$ cat src/rtl/acc_mem_arbiter_if.sv
// Bus bundle joining the CPU, the accelerator control unit and the memory port
// to the arbiter. The arbiter uses the slave view; its environment uses master.
interface acc_mem_arbiter_if #(
  parameter int ADDR_W = 16,
  parameter int WORD_W = 32,
  parameter int LINE_W = 512
);
  logic              cpu_rd_en;
  logic              cpu_wr_en;
  logic [ADDR_W-1:0] cpu_addr;
  logic [WORD_W-1:0] cpu_wr_data;
  logic [WORD_W-1:0] cpu_rd_data;
  logic              cpu_stall;

  logic              acc_rd_en;
  logic [ADDR_W-1:0] acc_rd_addr;
  logic [LINE_W-1:0] acc_rd_data;
  logic              acc_rd_data_valid;
  logic              acc_wr_en;
  logic [ADDR_W-1:0] acc_wr_addr;
  logic [WORD_W-1:0] acc_wr_data;
  logic              acc_wr_done;

  logic [ADDR_W-1:0] mem_addr;
  logic              mem_rd_en;
  logic              mem_wr_en;
  logic [WORD_W-1:0] mem_wr_data;
  logic [LINE_W-1:0] mem_rd_data;

  logic              listen_en;
  logic [ADDR_W-1:0] listen_addr;
  logic [WORD_W-1:0] listen_data;

  modport master (
    output cpu_rd_en, cpu_wr_en, cpu_addr, cpu_wr_data,
    input  cpu_rd_data, cpu_stall,
    output acc_rd_en, acc_rd_addr, acc_wr_en, acc_wr_addr, acc_wr_data,
    input  acc_rd_data, acc_rd_data_valid, acc_wr_done,
    input  mem_addr, mem_rd_en, mem_wr_en, mem_wr_data,
    output mem_rd_data,
    input  listen_en, listen_addr, listen_data
  );

  modport slave (
    input  cpu_rd_en, cpu_wr_en, cpu_addr, cpu_wr_data,
    output cpu_rd_data, cpu_stall,
    input  acc_rd_en, acc_rd_addr, acc_wr_en, acc_wr_addr, acc_wr_data,
    output acc_rd_data, acc_rd_data_valid, acc_wr_done,
    output mem_addr, mem_rd_en, mem_wr_en, mem_wr_data,
    input  mem_rd_data,
    output listen_en, listen_addr, listen_data
  );
endinterface

$ cat src/rtl/acc_mem_arbiter.sv
// Shares one memory port between a CPU (combinational pass-through, default owner)
// and an accelerator (line reads / word writes) with a starvation guard.
module acc_mem_arbiter #(
  parameter int ADDR_W       = 16,
  parameter int WORD_W       = 32,
  parameter int LINE_W       = 512,
  parameter int RD_LATENCY   = 1,
  parameter int STARVE_LIMIT = 4
) (
  input  logic             clk,
  input  logic             rst_n,
  acc_mem_arbiter_if.slave bus
);
  localparam int CNT_W = $clog2(STARVE_LIMIT) + 1;
  localparam int LAT_W = $clog2(RD_LATENCY) + 1;

  typedef enum logic [2:0] {
    IDLE, ACC_RD, ACC_RD_WAIT, ACC_RD_RESP, ACC_WR, ACC_WR_DONE
  } state_t;

  state_t            r_state;
  state_t            w_next;
  logic [CNT_W-1:0]  r_starve_cnt;
  logic [LAT_W-1:0]  r_wait_cnt;
  logic [LINE_W-1:0] r_acc_rd_data;
  logic              r_acc_rd_valid;
  logic              r_acc_wr_done;
  logic              r_pipe_vld [RD_LATENCY];
  logic [3:0]        r_pipe_idx [RD_LATENCY];

  logic              w_cpu_wr;
  logic              w_cpu_rd;
  logic              w_cpu_req;
  logic              w_acc_req;
  logic              w_issue;
  logic              w_cpu_stall;
  logic              w_starved;
  logic              w_wait_done;
  logic              w_mem_rd_en;
  logic              w_mem_wr_en;
  logic [ADDR_W-1:0] w_mem_addr;
  logic [WORD_W-1:0] w_mem_wr_data;
  logic [WORD_W-1:0] w_cpu_rd_data;

  // CPU requests are masked while in reset so every output sits at its idle value.
  assign w_cpu_wr    = bus.cpu_wr_en & rst_n;
  assign w_cpu_rd    = bus.cpu_rd_en & ~bus.cpu_wr_en & rst_n;
  assign w_cpu_req   = w_cpu_wr | w_cpu_rd;
  assign w_acc_req   = bus.acc_rd_en | bus.acc_wr_en;
  assign w_issue     = (r_state == ACC_RD) || (r_state == ACC_WR);
  assign w_cpu_stall = w_issue & w_cpu_req;
  assign w_starved   = (r_starve_cnt == CNT_W'(STARVE_LIMIT));
  assign w_wait_done = (r_wait_cnt == LAT_W'(RD_LATENCY - 1));

  // NOTE: every always_comb output gets a default first so no path can infer a latch.
  always_comb begin
    w_next = r_state;
    unique case (r_state)
      IDLE: begin
        if (w_acc_req && (!w_cpu_req || w_starved))
          w_next = bus.acc_rd_en ? ACC_RD : ACC_WR;
      end
      ACC_RD:      w_next = ACC_RD_WAIT;
      ACC_RD_WAIT: if (w_wait_done) w_next = ACC_RD_RESP;
      ACC_RD_RESP: w_next = IDLE;
      ACC_WR:      w_next = ACC_WR_DONE;
      ACC_WR_DONE: w_next = IDLE;
      default:     w_next = IDLE;
    endcase
  end

  always_comb begin
    w_mem_rd_en   = 1'b0;
    w_mem_wr_en   = 1'b0;
    w_mem_addr    = '0;
    w_mem_wr_data = '0;
    if (r_state == ACC_RD) begin
      w_mem_rd_en = 1'b1;
      w_mem_addr  = bus.acc_rd_addr;
    end else if (r_state == ACC_WR) begin
      w_mem_wr_en   = 1'b1;
      w_mem_addr    = bus.acc_wr_addr;
      w_mem_wr_data = bus.acc_wr_data;
    end else if (w_cpu_req) begin
      w_mem_rd_en   = w_cpu_rd;
      w_mem_wr_en   = w_cpu_wr;
      w_mem_addr    = bus.cpu_addr;
      w_mem_wr_data = bus.cpu_wr_data;
    end
  end

  // NOTE: sequential state uses non-blocking assignments so all registers update together.
  always_ff @(posedge clk) begin
    if (!rst_n) begin
      r_state        <= IDLE;
      r_starve_cnt   <= '0;
      r_wait_cnt     <= '0;
      r_acc_rd_data  <= '0;
      r_acc_rd_valid <= 1'b0;
      r_acc_wr_done  <= 1'b0;
    end else begin
      r_state        <= w_next;
      r_acc_rd_valid <= (w_next == ACC_RD_RESP);
      r_acc_wr_done  <= (w_next == ACC_WR_DONE);

      if (w_next == ACC_RD || w_next == ACC_WR)
        r_starve_cnt <= '0;
      else if (r_state == IDLE && w_acc_req && w_cpu_req && !w_starved)
        r_starve_cnt <= r_starve_cnt + 1'b1;

      r_wait_cnt <= (r_state == ACC_RD_WAIT) ? r_wait_cnt + 1'b1 : '0;

      if (r_state == ACC_RD_WAIT && w_wait_done)
        r_acc_rd_data <= bus.mem_rd_data;
    end
  end

  // NOTE: the read-tracking pipe is cleared on reset so no stale word is presented afterwards.
  always_ff @(posedge clk) begin
    if (!rst_n) begin
      for (int i = 0; i < RD_LATENCY; i++) begin
        r_pipe_vld[i] <= 1'b0;
        r_pipe_idx[i] <= '0;
      end
    end else begin
      r_pipe_vld[0] <= w_cpu_rd & ~w_issue;
      r_pipe_idx[0] <= bus.cpu_addr[3:0];
      for (int i = 1; i < RD_LATENCY; i++) begin
        r_pipe_vld[i] <= r_pipe_vld[i-1];
        r_pipe_idx[i] <= r_pipe_idx[i-1];
      end
    end
  end

  always_comb begin
    w_cpu_rd_data = '0;
    if (r_pipe_vld[RD_LATENCY-1])
      w_cpu_rd_data = bus.mem_rd_data[int'(r_pipe_idx[RD_LATENCY-1]) * WORD_W +: WORD_W];
  end

  assign bus.cpu_stall         = w_cpu_stall;
  assign bus.cpu_rd_data       = w_cpu_rd_data;
  assign bus.acc_rd_data       = r_acc_rd_data;
  assign bus.acc_rd_data_valid = r_acc_rd_valid;
  assign bus.acc_wr_done       = r_acc_wr_done;
  assign bus.mem_addr          = w_mem_addr;
  assign bus.mem_rd_en         = w_mem_rd_en;
  assign bus.mem_wr_en         = w_mem_wr_en;
  assign bus.mem_wr_data       = w_mem_wr_data;

  // Only CPU writes feed the snoop port; accelerator writes never reach it.
  assign bus.listen_en   = w_cpu_wr & ~w_cpu_stall;
  assign bus.listen_addr = (w_cpu_wr & ~w_cpu_stall) ? bus.cpu_addr    : '0;
  assign bus.listen_data = (w_cpu_wr & ~w_cpu_stall) ? bus.cpu_wr_data : '0;
endmodule
$ cat src/flat_wrapper.sv
// flat-port wrapper written by rule: the top's interface ports become plain ports
module acc_mem_arbiter_flat 
#(
  parameter int ADDR_W       = 16,
  parameter int WORD_W       = 32,
  parameter int LINE_W       = 512,
  parameter int RD_LATENCY   = 1,
  parameter int STARVE_LIMIT = 4
)
  (clk, rst_n, bus_cpu_rd_en, bus_cpu_wr_en, bus_cpu_addr, bus_cpu_wr_data, bus_cpu_rd_data, bus_cpu_stall, bus_acc_rd_en, bus_acc_rd_addr, bus_acc_wr_en, bus_acc_wr_addr, bus_acc_wr_data, bus_acc_rd_data, bus_acc_rd_data_valid, bus_acc_wr_done, bus_mem_addr, bus_mem_rd_en, bus_mem_wr_en, bus_mem_wr_data, bus_mem_rd_data, bus_listen_en, bus_listen_addr, bus_listen_data);
  acc_mem_arbiter_if #(.ADDR_W(ADDR_W), .WORD_W(WORD_W), .LINE_W(LINE_W)) bus_i ();
  input  logic clk;
  input  logic rst_n;
  input wire logic [$bits(bus_i.cpu_rd_en)-1:0] bus_cpu_rd_en;
  input wire logic [$bits(bus_i.cpu_wr_en)-1:0] bus_cpu_wr_en;
  input wire logic [$bits(bus_i.cpu_addr)-1:0] bus_cpu_addr;
  input wire logic [$bits(bus_i.cpu_wr_data)-1:0] bus_cpu_wr_data;
  output wire logic [$bits(bus_i.cpu_rd_data)-1:0] bus_cpu_rd_data;
  output wire logic [$bits(bus_i.cpu_stall)-1:0] bus_cpu_stall;
  input wire logic [$bits(bus_i.acc_rd_en)-1:0] bus_acc_rd_en;
  input wire logic [$bits(bus_i.acc_rd_addr)-1:0] bus_acc_rd_addr;
  input wire logic [$bits(bus_i.acc_wr_en)-1:0] bus_acc_wr_en;
  input wire logic [$bits(bus_i.acc_wr_addr)-1:0] bus_acc_wr_addr;
  input wire logic [$bits(bus_i.acc_wr_data)-1:0] bus_acc_wr_data;
  output wire logic [$bits(bus_i.acc_rd_data)-1:0] bus_acc_rd_data;
  output wire logic [$bits(bus_i.acc_rd_data_valid)-1:0] bus_acc_rd_data_valid;
  output wire logic [$bits(bus_i.acc_wr_done)-1:0] bus_acc_wr_done;
  output wire logic [$bits(bus_i.mem_addr)-1:0] bus_mem_addr;
  output wire logic [$bits(bus_i.mem_rd_en)-1:0] bus_mem_rd_en;
  output wire logic [$bits(bus_i.mem_wr_en)-1:0] bus_mem_wr_en;
  output wire logic [$bits(bus_i.mem_wr_data)-1:0] bus_mem_wr_data;
  input wire logic [$bits(bus_i.mem_rd_data)-1:0] bus_mem_rd_data;
  output wire logic [$bits(bus_i.listen_en)-1:0] bus_listen_en;
  output wire logic [$bits(bus_i.listen_addr)-1:0] bus_listen_addr;
  output wire logic [$bits(bus_i.listen_data)-1:0] bus_listen_data;
  assign bus_i.cpu_rd_en = bus_cpu_rd_en;
  assign bus_i.cpu_wr_en = bus_cpu_wr_en;
  assign bus_i.cpu_addr = bus_cpu_addr;
  assign bus_i.cpu_wr_data = bus_cpu_wr_data;
  assign bus_cpu_rd_data = bus_i.cpu_rd_data;
  assign bus_cpu_stall = bus_i.cpu_stall;
  assign bus_i.acc_rd_en = bus_acc_rd_en;
  assign bus_i.acc_rd_addr = bus_acc_rd_addr;
  assign bus_i.acc_wr_en = bus_acc_wr_en;
  assign bus_i.acc_wr_addr = bus_acc_wr_addr;
  assign bus_i.acc_wr_data = bus_acc_wr_data;
  assign bus_acc_rd_data = bus_i.acc_rd_data;
  assign bus_acc_rd_data_valid = bus_i.acc_rd_data_valid;
  assign bus_acc_wr_done = bus_i.acc_wr_done;
  assign bus_mem_addr = bus_i.mem_addr;
  assign bus_mem_rd_en = bus_i.mem_rd_en;
  assign bus_mem_wr_en = bus_i.mem_wr_en;
  assign bus_mem_wr_data = bus_i.mem_wr_data;
  assign bus_i.mem_rd_data = bus_mem_rd_data;
  assign bus_listen_en = bus_i.listen_en;
  assign bus_listen_addr = bus_i.listen_addr;
  assign bus_listen_data = bus_i.listen_data;
  acc_mem_arbiter #(.ADDR_W(ADDR_W), .WORD_W(WORD_W), .LINE_W(LINE_W), .RD_LATENCY(RD_LATENCY), .STARVE_LIMIT(STARVE_LIMIT)) u_core (.clk(clk), .rst_n(rst_n), .bus(bus_i));
endmodule
$ cat config.mk
export PLATFORM = sky130hd
export DESIGN_NAME = acc_mem_arbiter_flat
export DESIGN_NICKNAME = d
export VERILOG_FILES = /design/src/rtl/acc_mem_arbiter_if.sv /design/src/rtl/acc_mem_arbiter.sv /design/src/flat_wrapper.sv
export SDC_FILE = /design/constraint.sdc
export NUM_CORES = 1
export LEC_CHECK = 0
export ABC_AREA = 1
export BUFFER_PORTS_ARGS = -buffer_cell sky130_fd_sc_hd__buf_2
export CAP_MARGIN = 20
export CORE_AREA = 3 3 498 500
export CTS_CLUSTER_SIZE = 30
export DETAILED_ROUTE_END_ITERATION = 12
export DIE_AREA = 0 0 501 503
export PLACE_DENSITY_LB_ADDON = 0.2
export SLEW_MARGIN = 25
export SYNTH_ARGS = -nofsm -noshare
export SYNTH_HDL_FRONTEND = slang
export SYNTH_SLANG_ARGS = --single-unit
$ cat constraint.sdc
create_clock -name clk -period 1.7 [get_ports clk]
set_input_delay 0.085 -clock clk [delete_from_list [all_inputs] [get_ports clk]]
set_output_delay 0.085 -clock clk [all_outputs]
set_load 0.1 [all_outputs]
======== After elaboration in Yosys (flattened, before gate mapping) ========
Memory sizes are Yosys's and may differ from the RTL's.
Index checks and enable logic that the tools add are counted.
storage, ports and cells
  bits in read-only memories .............. 0
  memories kept ........................... 2
  bits in writable memories ............... 5
  flip-flop bits (word level) ............. 521
  input port bits ......................... 630
  output and inout bits ................... 646
  bits in latches ......................... 0
  word-level logic and storage cells ...... 72
memory list
  name               words  width  read ports  clocked after Yosys merged registers in  wr ports  line                   source
  u_core.r_pipe_idx  1      4      1           0                                        1         acc_mem_arbiter.sv:29  logic [3:0] r_pipe_idx [RD_LATENCY];
  u_core.r_pipe_vld  1      1      1           0                                        1         acc_mem_arbiter.sv:28  logic r_pipe_vld [RD_LATENCY];
operators by class
  divide/modulo/power cells ............... 0
  order comparisons ....................... 0
  bitwise logic cells ..................... 13
  multiply operators ...................... 0
  add/sub/neg operators ................... 2
  eq/ne operators ......................... 8
  shift operators ......................... 1
  reductions and logical operators ........ 15
  mux-type cells .......................... 25
operators with widths
  kind                                                  count
  indexed part select 512 x 10 -> 32 bit                1
  two-way mux 32 bit                                    5
  two-way mux 16 bit                                    4
  equality test 3 bit (second input constant)           4
  case mux 3 bit (4 select lines)                       1
  two-way mux 1 bit                                     11
  two-way mux 3 bit                                     3
  bitwise AND 1 bit                                     6
  equality test 3 x 1 -> 1 bit (second input constant)  2
  equality test 3 x 2 -> 1 bit (second input constant)  2
  logical AND 1 bit                                     5
  inverter 1 bit                                        5
  two-way mux 4 bit                                     1
  OR reduction 4 bit                                    1
  adder 3 x 1 -> 3 bit (second input constant)          1
  zero test 3 bit                                       1
  logical OR 1 bit                                      3
  zero test 1 bit                                       2
  bitwise OR 1 bit                                      2
  AND reduction 2 bit                                   1
  OR reduction 2 bit                                    1
  adder 1 bit (second input constant)                   1
  OR reduction 1 bit                                    1

======== Logic depth before layout (Yosys ltp) ========
Gate-level depths: netlist of run 1.
  word-level depth ........................ 12
  depth in mapped cells ................... 10

======== Worst setup path before layout of run 1 ========
No wires, ideal clock.
  kind .................................... reg-to-output
  start ................................... reg u_core.r_state[1]
  end ..................................... out bus_listen_addr[0]
  cell stages (with the launch flop) ...... 11
  setup slack ............................. -1.566 ns
  data required time ...................... 1.615 ns
  path buffers ............................ 2
  arrival time ............................ 3.181 ns
  path through ............................ dfxtp_1 -> inv_2 -> nand2_2 -> nor2_2 -> inv_2 -> nand2_2 -> nor2_2 -> inv_2 -> buf_6 -> buf_6 -> nor2_1
on the way
  cells in the longest elaborated chain, start to end .. 6
  elaborated cells on any way between the ends .. 7
  classes of those cells .................. 2 x eq/ne; 1 x mux; 3 x bitwise; 1 x reduce/logical
ends and longest elaborated chain
  element                                                              line                    source
  from (decl)                                                          acc_mem_arbiter.sv:21   state_t r_state;
  from (signal assigned)                                               acc_mem_arbiter.sv:102  r_state <= w_next;
  equality test 3 x 1 -> 1 bit or equality test 3 bit (tied branches)  acc_mem_arbiter.sv:50   assign w_issue = (r_state == ACC_RD) || (r_state == ACC_WR);
  logical OR 1 bit *                                                   acc_mem_arbiter.sv:50
  bitwise AND 1 bit *                                                  acc_mem_arbiter.sv:51   assign w_cpu_stall = w_issue & w_cpu_req;
  inverter 1 bit *                                                     n/a
  bitwise AND 1 bit *                                                  n/a
  named net bus_listen_en                                              flat_wrapper.sv:33      output wire logic [$bits(bus_i.listen_en)-1:0] bus_listen_en;
  two-way mux 16 bit *                                                 acc_mem_arbiter.sv:153  assign bus.listen_addr = (w_cpu_wr & ~w_cpu_stall) ? bus.cpu_addr : '0;
  to (decl)                                                            flat_wrapper.sv:34      output wire logic [$bits(bus_i.listen_addr)-1:0] bus_listen_addr;
Mark *: on every way through the listed nets, which the timed path passes. The rest lies on a longest branch.

======== Final worst setup path of run 1 ========
  start ................................... mem u_core.r_pipe_idx[0][0]
  end ..................................... out bus_cpu_rd_data[8]
on the way
  cells in the longest elaborated chain, start to end .. 3
ends and longest elaborated chain
  element                                 line                    source
  from (decl)                             acc_mem_arbiter.sv:29
  memory (1 x 4 bit)                      n/a
  indexed part select 512 x 10 -> 32 bit  acc_mem_arbiter.sv:138  w_cpu_rd_data = bus.mem_rd_data[int'(r_pipe_idx[RD_LATENCY-1]) * WORD_W +: WORD_W];
  two-way mux 32 bit                      acc_mem_arbiter.sv:137  if (r_pipe_vld[RD_LATENCY-1])
  to (decl)                               flat_wrapper.sv:18      output wire logic [$bits(bus_i.cpu_rd_data)-1:0] bus_cpu_rd_data;
Every way passes these cells.

==> metrics.md, run 1 <==
| Metric | Value |
|---|---|
| Result of the run | finished, violations left |
| Violated checks | negative hold slack, negative setup slack |
| Kind of end point of the critical path | output port |
| Final Instance Area | approximately 53000 sq um |
| Number of synthesized register bits | around 530 |
| I/O pins | about 1300 |
| Number of vias per cell after detailed routing | 3.81 |
| Share of post-route cells with drive strength above 1 | approximately 39% |
| Shortest period the worst path allows | 2830 ps |
| Startpoint of the lowest-slack hold path | bus_cpu_rd_en |
| Number of buffers inserted during clock tree synthesis | between 70 and 80 |
| Yosys synthesis warning count | 0 |
| DP Area | roughly 40000 sq um |
| Final global-route overflow total | 0 |
| Clock Path Buffers | 3 |
| Number of search-and-repair iterations in the first detailed-routing pass | 6 |
| Worst setup skew after layout | approximately 37 ps |
| Row count | 181 |
| Setup violations, final | between 500 and 600 |
| Wire length of the first global-routing pass | approximately 330 mm |
| Number of clock sinks | around 530 |
| Arrival time reported for the critical path endpoint | 2750 ps |
| Part of the Yosys area used for sequential elements | between 40 and 50% |
| Violation count after the first detailed-routing iteration | roughly 2300 |
| Setup repair after global routing missed its margin | yes |
| Post-detail-place hpwl | 215 mm |
| Number of port buffers | roughly 1300 |
| Post-Syn Nets | ~4400 |
| Cell count after synthesis | about 3800 |
| Pre-CTS setup slack | -948 ps |
| Worst rel slew slack | around 54% |
| Worst min path class | in -> reg |
| Number of max-slew violations in the final report | 0 |
| Mapped Area | roughly 24000 sq um |
| Worst flop-to-flop path startpoint | u_core.r_state[0]$_SDFF_PN0_ |
| Number of antenna violations at the first check in global routing | about 150 |
| Critical Path Start | u_core.r_pipe_idx[0][0]$_SDFF_PN0_ |
| Startpoint kind of the worst setup timing path | flop |
| Type of the worst setup path | reg -> out |
| Largest net degree at the start of global routing | ~120 |
| Peak fanout along the critical path | 22 |
| Horizontal die dimension | 501 um |
| Vertical die dimension | just over 500 um |
| Required @ worst endpoint | roughly 1600 ps |
| Sum of routed wire length over all layers | 265 mm |
| Clock transition at path regs | around 60 ps |
| Most common cell after layout, fill and taps aside | sky130_fd_sc_hd__nor2_1 |
| Leading cell types in the layout, fill and taps excluded | 1131 x sky130_fd_sc_hd__nor2_1, 1127 x sky130_fd_sc_hd__buf_2, 565 x sky130_fd_sc_hd__o21ai_0, 520 x sky130_fd_sc_hd__dlygate4sd3_1, 519 x sky130_fd_sc_hd__dfxtp_1 |
| Net total in the final layout | between 6000 and 7000 |
| Count of maximum capacitance violations | 0 |
| Post-Syn Area per Cell | around 6.5 sq um |
| Via count of the first global-routing pass | 34548 |
| Share of the cycle needed by the critical path after routing | 167% |
| Die ar. | 252000 sq um |
| Final GP Congestion | approximately 0.87 |
| TritonCTS clock tree | yes |
| Starting Density | 10.0% |
| Tightest Pin Transition | between 600 and 700 ps |
| Worst hold path cell count | 5 |
| Max IR drop VDD | 0.861 mV |
| Buffer cell driving the clock tree root | sky130_fd_sc_hd__clkbuf_16 |
| Total power divided by cell area | 1150 nW/um^2 |
| R2R depth | 10 |
| Core Box Area | 243000 sq um |
| GR Util All Layers | roughly a fifth |
| Total Neg Setup Slack | -156030 ps |
| Count of distinct cell types in the synthesized netlist | 25 |
| Layout overhead on the synthesized area | 115% |
| Timing-limited maximum frequency | 0.353 GHz |
| Post-route DRC | 0 |
| Post-route ant nets | 0 |
| Static leakage power | between 20 and 25 nW |
| Average detailed-routed wire length per instance | between 20 and 30 um |
| Latest clock arrival within the worst-skew pair | about 750 ps |
| CTS H-tree lvls | 3 |
| Hold slack | -118 ps |
| Final worst setup slack | -1130 ps |
| Vias | between 30000 and 40000 |
| Final Hold Vio Count | 1 |
[per-layer routing]
layer  track usage (%)  vias to the layer above  part of all wire [%]
li1                  -                    16155                     -
met1              22.4                    16358                    39
met2              35.2                     1413                    49
met3              6.71                      423                   8.1
met4              7.05                      106                   3.9
met5                 0                        -                  0.26
[where the power goes]
group | total, W | switching, W | internal, W
logic | 0.0282 | 0.0213 | 0.00691
registers | 0.0146 | 0.000740 | 0.0138
clock network | 0.0177 | 0.00720 | 0.0105
total | 0.0605 | 0.0293 | 0.0312
[synthesized netlist by cell type, drive strengths merged]
| library cell | instances | area [sq um] |
|---|---|---|
| a31oi | 16 | 100 |
| xor2 | 1 | 8.76 |
| buf | 174 | 856 |
| nand3 | 243 | 1220 |
| nand2 | 327 | 1230 |
| nor2 | 1231 | 4630 |
| clkbuf | 126 | 473 |
| ha | 2 | 25.0 |
| inv | 231 | 867 |
| nor3b | 1 | 7.51 |
| dfxtp | 526 | 10500 |
| a21oi | 200 | 1000 |
| o21ai | 640 | 3200 |
| or2 | 1 | 6.26 |
| o31ai | 32 | 240 |
| clkinv | 1 | 3.75 |
| nor3 | 1 | 10.0 |
[sequential cells by signal, indices dropped and copies added (netlist names)]
| name | cells |
|---|---|
| u_core.r_state | 3 |
| u_core.r_wait_cnt | 1 |
| u_core.bus.acc_wr_done | 1 |
| u_core.r_pipe_vld | 1 |
| u_core.r_pipe_idx | 4 |
| u_core.bus.acc_rd_data | 512 |
| u_core.r_starve_cnt | 3 |
| u_core.bus.acc_rd_data_valid | 1 |
[final cells by class]
type	count	area, sq um
clock buffer	104	2170
clock inverter	35	556
sequential	526	10600
inverter	232	916
tap	3202	4010
antenna	43	108
multi-input combinational	2695	15200
timing repair buffer	2203	19000
fill	27313	191000
[worst max-delay path, cell delays in order, from the launching register on]
cell and delay [ps]:
sky130_fd_sc_hd__dfxtp_4 390, sky130_fd_sc_hd__buf_12 140, sky130_fd_sc_hd__inv_16 140, sky130_fd_sc_hd__buf_16 200, sky130_fd_sc_hd__buf_4 210, sky130_fd_sc_hd__o21ai_4 100, sky130_fd_sc_hd__nand3_2 140, sky130_fd_sc_hd__nand3_4 160
sky130_fd_sc_hd__a21oi_4 270, sky130_fd_sc_hd__buf_12 210
[logic make-up (layout without fill, tap and decap cells)]
kind of cell | Yosys count | in the layout | share of synthesized area (%)
AND/OR/NAND/NOR | 1804 | 1804 | 29.1
AO/OA/AOI/OAI | 888 | 888 | 18.6
buffers and inverters | 532 | 2574 | 9.01
flip-flops | 526 | 526 | 43.1
adder cells (fa/ha/maj) | 2 | 2 | 0.102
XOR/XNOR | 1 | 1 | 0.0359
other | 0 | 43 | 0
[repair_timing]
item,4_1_cts,5_1_grt
pin swaps,66,82
hold buffers,520,1
cloned,17,14
gates resized for setup,454,399
buffers inserted,42,49
endpoints found under the hold margin,526,50
endpoints found under the setup margin,472,699
[path summary, 6_finish.rpt]
| kind | end | slack, ps |
|---|---|---|
| worst max-delay path | bus_cpu_rd_data[8] | -1130 |
| worst max register to register | u_core.bus.acc_rd_data[272]$_SDFFE_PN0P_ | -250 |
| worst min-delay path | u_core.r_pipe_vld[0]$_DFF_P_ | -120 |
| worst min register to register | u_core.bus.acc_rd_data[67]$_SDFFE_PN0P_ | 510 |
[metrics by stage]
step | util [%] | instances | total power [W] | hold WS, ps
after floorplan | - | 3753 | 0.0317 | 183
after global placement | 16.4 | 8242 | 0.0404 | 338
after detailed placement | 16.4 | 8242 | 0.0404 | 346
after CTS | 20.6 | 8950 | 0.0604 | -180
after global routing | 21.6 | 9019 | 0.0627 | -162
final | 21.6 | 9040 | 0.0605 | -118
Note: power is estimated with default switching activity, not from simulation.
==> inputs of run 2 (changes only) <==
==> constraint.sdc (replaced) <==
create_clock -name clk -period 3.2 [get_ports clk]
set_input_delay 0.16 -clock clk [delete_from_list [all_inputs] [get_ports clk]]
set_output_delay 0.16 -clock clk [all_outputs]
set_load 0.01 [all_outputs]
==> run 2 against run 1 <==
  * The run now ends clean
  * Register-to-register slack improved by 1000 ps
  * Worst setup slack improved by 1200 ps
  * Sequential power fell by 47%
  * Critical path depth did not move
  * Via count fell by 3.4%
  * Combinational power fell by 76%
  * Cell area fell by 17%
  * Routed wire length fell by 7.0%
  * Power fell by 61%
  * Non-clock buffer count fell by 256
  * Cell count fell by 3.0%
  * Utilization fell by 3.7 points
  * Critical endpoint is now bus_cpu_rd_data[0]
==> metrics.md, run 2 (synthesized netlist as in run 1, its figures left out) <==
| Metric | Value |
|---|---|
| Result of the run | complete, no violations (was finished, violations left) |
| Largest net degree at the start of global routing | 180 (was 121) |
| Number of vias per cell after detailed routing | 3.80 (was 3.81) |
| Cell internal power dissipation | 0.0149 W (was 0.0312 W) |
| Portion of total power attributed to the clock network | 38.7% (was 29.2%) |
| Most common cell after layout, fill and taps aside | sky130_fd_sc_hd__buf_2 (was sky130_fd_sc_hd__nor2_1) |
| Switching Fraction | 36.5% (was 48.4%) |
| Setup repair after global routing missed its margin | yes (unchanged) |
| Flip-flop count of the largest register, all copies and words added | 512 (unchanged) |
| I/O pins | 1276 (unchanged) |
| Layout overhead on the synthesized area | 78.3% (was 115%) |
| Type of the worst setup path | reg -> out (unchanged) |
| Arrival time reported for the critical path endpoint | 2960 ps (was 2750 ps) |
| Kind of end point of the critical path | output port (unchanged) |
| Final Hold Vio Count | 0 (was 1) |
| TritonCTS clock tree | yes (unchanged) |
| Clock transition at path regs | 70 ps (was 60 ps) |
| Worst rel slew slack | 25.1% (was 53.7%) |
| Timing-limited maximum frequency | ~0.32 GHz |
| Latest clock arrival within the worst-skew pair | 730 ps (was 750 ps) |
| Post-detail-place hpwl | 202 mm (was 215 mm) |
| Vias | 33287 (was 34455) |
| Final global-route overflow total | 0 (unchanged) |
| Average detailed-routed wire length per instance | 28.1 um (was 29.4 um) |
| Worst setup skew after layout | 34.7 ps (was 37.2 ps) |
| Number of port buffers | 1275 (unchanged) |
| Share of post-route cells with drive strength above 1 | 29.0% (was 39.4%) |
| Setup violations, final | 0 (was 587) |
| Total power divided by cell area | 539 nW/um^2 (was 1150 nW/um^2) |
| Share of the cycle needed by the critical path after routing | 97.6% |
| Layout fillers | 28070 (was 27313) |
| Critical Path Start | u_core.r_pipe_idx[0][0]$_SDFF_PN0_ (unchanged) |
| Required @ worst endpoint | 3040 ps (was 1620 ps) |
| Static leakage power | 21.0 nW (was 24.1 nW) |
| CTS H-tree lvls | 3 (unchanged) |
| Violation count after the first detailed-routing iteration | 2206 (was 2298) |
| Max IR drop VDD | 0.379 mV (was 0.861 mV) |
| Clock Path Buffers | 3 (unchanged) |
| Post-route ant nets | 0 (unchanged) |
| Sum of routed wire length over all layers | 247 mm (was 265 mm) |
| Cell count after placement | 8041 (was 8242) |
| Wire length of the first global-routing pass | 318 mm (was 334 mm) |
| Worst path cell trace | buf_12 -> buf_12 -> buf_4 -> nand2_1 -> nand3_1 -> nand3_1 -> nand3_1 -> a21oi_1 -> buf_2 (was buf_12 -> inv_16 -> buf_16 -> buf_4 -> o21ai_4 -> nand3_2 -> nand3_4 -> a21oi_4 -> buf_12) |
| Number of clock sinks | 526 (unchanged) |
| Buffer cell driving the clock tree root | sky130_fd_sc_hd__clkbuf_16 (unchanged) |
| Core Box Area | 243000 sq um (unchanged) |
| Slowest stage cell, crit path | sky130_fd_sc_hd__nand3_1 (was sky130_fd_sc_hd__dfxtp_4) |
| Total Neg Setup Slack | 0 ps (was -156030 ps) |
| Post-route DRC | 0 (unchanged) |
| Number of max-slew violations in the final report | 0 (unchanged) |
| Number of search-and-repair iterations in the first detailed-routing pass | 5 (was 6) |
| Final GP Congestion | 0.935 (was 0.870) |
| Max stage delay on crit path | 510 ps (was 390 ps) |
| Die ar. | 252000 sq um (unchanged) |
| Count of maximum capacitance violations | 0 (unchanged) |
| Vertical die dimension | 503 um (unchanged) |
| Worst flop-to-flop path startpoint | u_core.r_state[1]$_SDFF_PN0_ (was u_core.r_state[0]$_SDFF_PN0_) |
| Comb pwr share | 28.3% (was 46.7%) |
| Shortest period the worst path allows | ~3100 ps |
| Tightest Pin Transition | 1120 ps (was 700 ps) |
| Layout Cells excl Fill | 8771 (was 9040) |
| Top cell by count, worst path | sky130_fd_sc_hd__nand3_1 (was sky130_fd_sc_hd__buf_12) |
| Horizontal die dimension | 501 um (unchanged) |
| Startpoint of the lowest-slack hold path | bus_cpu_addr[2] (was bus_cpu_rd_en) |
| Net total in the final layout | 6110 (was 6367) |
| Via count of the first global-routing pass | 33570 (was 34548) |
| Number of buffers inserted during clock tree synthesis | 76 (was 77) |
| Switching Power | 0.00856 W (was 0.0293 W) |
| Row count | 181 (unchanged) |
| Starting Density | 10.0% (unchanged) |
| Hold slack | 236 ps (was -118 ps) |
| Leading cell types in the layout, fill and taps excluded | 1271 x sky130_fd_sc_hd__buf_2, 1226 x sky130_fd_sc_hd__nor2_1, 630 x sky130_fd_sc_hd__o21ai_0, 546 x sky130_fd_sc_hd__dlygate4sd3_1, 522 x sky130_fd_sc_hd__dfxtp_1 (was 1131 x sky130_fd_sc_hd__nor2_1, 1127 x sky130_fd_sc_hd__buf_2, 565 x sky130_fd_sc_hd__o21ai_0, 520 x sky130_fd_sc_hd__dlygate4sd3_1, 519 x sky130_fd_sc_hd__dfxtp_1) |
| GR Util All Layers | 18.7% (was 20.0%) |
| Startpoint kind of the worst setup timing path | flop (unchanged) |
| Worst min path class | in -> reg (unchanged) |
| Peak fanout along the critical path | 23 (was 22) |
| Number of antenna violations at the first check in global routing | 90 (was 153) |
| Register share of total power | 33.0% (was 24.1%) |
==> run 2: cell count changes in the layout (fill, tap and decap cells not counted), moves of 59 or more <==
cell,delta
sky130_fd_sc_hd__buf_12,-215
sky130_fd_sc_hd__nand3_1,+148
sky130_fd_sc_hd__buf_2,+144
sky130_fd_sc_hd__buf_4,-133
sky130_fd_sc_hd__nor2_1,+95
sky130_fd_sc_hd__nand3_2,-82
sky130_fd_sc_hd__nand3_4,-66
sky130_fd_sc_hd__o21ai_0,+65
sky130_fd_sc_hd__nor2_4,-63
sky130_fd_sc_hd__nand2_1,+59
==> run 2: critical path: cells and delay by family, from the launching register on <==
kind,cells,cell delay [ps]
AND/OR/NAND/NOR,4,950
buffers and inverters,4,750
flip-flops,1,380
AO/OA/AOI/OAI,1,90
==> run 2: what timing repair did <==
| item | 4_1_cts | 5_1_grt |
|---|---|---|
| hold endpoints to repair | 526 | 0 |
| setup buffers | 11 | 0 |
| hold buffers | 546 | 0 |
| gates cloned | 4 | 0 |
| pin swaps | 9 | 4 |
| endpoints found under the setup margin | 31 | 19 |
| resized for setup | 83 | 22 |
==> run 2: metrics by stage <==
step / worst slack [ps] / power (W) / instance area [sq um] / util [%]
after floorplan: 1690 / 0.0102 / 24400 / -
after detailed placement: -122 / 0.0139 / 34700 / 14.2
after global placement: -282 / 0.0139 / 34700 / 14.2
after global routing: -10.4 / 0.0246 / 43500 / 17.9
after CTS: -98.8 / 0.0240 / 43400 / 17.8
final: 76.4 / 0.0234 / 43500 / 17.9
==> run 2: power by group through the flow <==
stage          sequential [W]  clock, W  combinational [W]
6_report              0.00774   0.00907            0.00664
5_1_grt               0.00782   0.00954            0.00721
4_1_cts               0.00773   0.00940            0.00684
3_5_place_dp          0.00786         0            0.00605
3_3_place_gp          0.00784         0            0.00608
2_1_floorplan         0.00819         0            0.00203
==> run 2: metal layers <==
| metal | part of all wire [%] | vias to the layer above | global-route usage [%] |
|---|---|---|---|
| met4 | 3.7 | 58 | 6.39 |
| met2 | 49 | 1477 | 32.9 |
| met5 | 0.13 | - | 0 |
| met3 | 7.8 | 328 | 5.44 |
| met1 | 40 | 15854 | 21.6 |
| li1 | - | 15570 | - |
==> run 2: layout make-up <==
type	count	area (sq um)	area share [%]
Inverter	232	900	2.07
Antenna cell	35	87.6	0.201
Timing Repair Buffer	1947	13300	30.6
Clock inverter	26	363	0.834
Tap cell	3202	4010	9.20
Clock buffer	108	2220	5.11
Multi-Input combinational cell	2695	12100	27.7
Sequential cell	526	10500	24.2
==> run 2: worst paths after layout <==
kind	to	cells after the start	slack (ps)
worst max-delay path	bus_cpu_rd_data[0]	9	80
worst max register to register	u_core.bus.acc_rd_data[425]$_SDFFE_PN0P_	7	790
worst min-delay path	u_core.r_pipe_idx[0][2]$_SDFF_PN0_	4	240
worst min register to register	u_core.bus.acc_rd_data[454]$_SDFFE_PN0P_	2	510
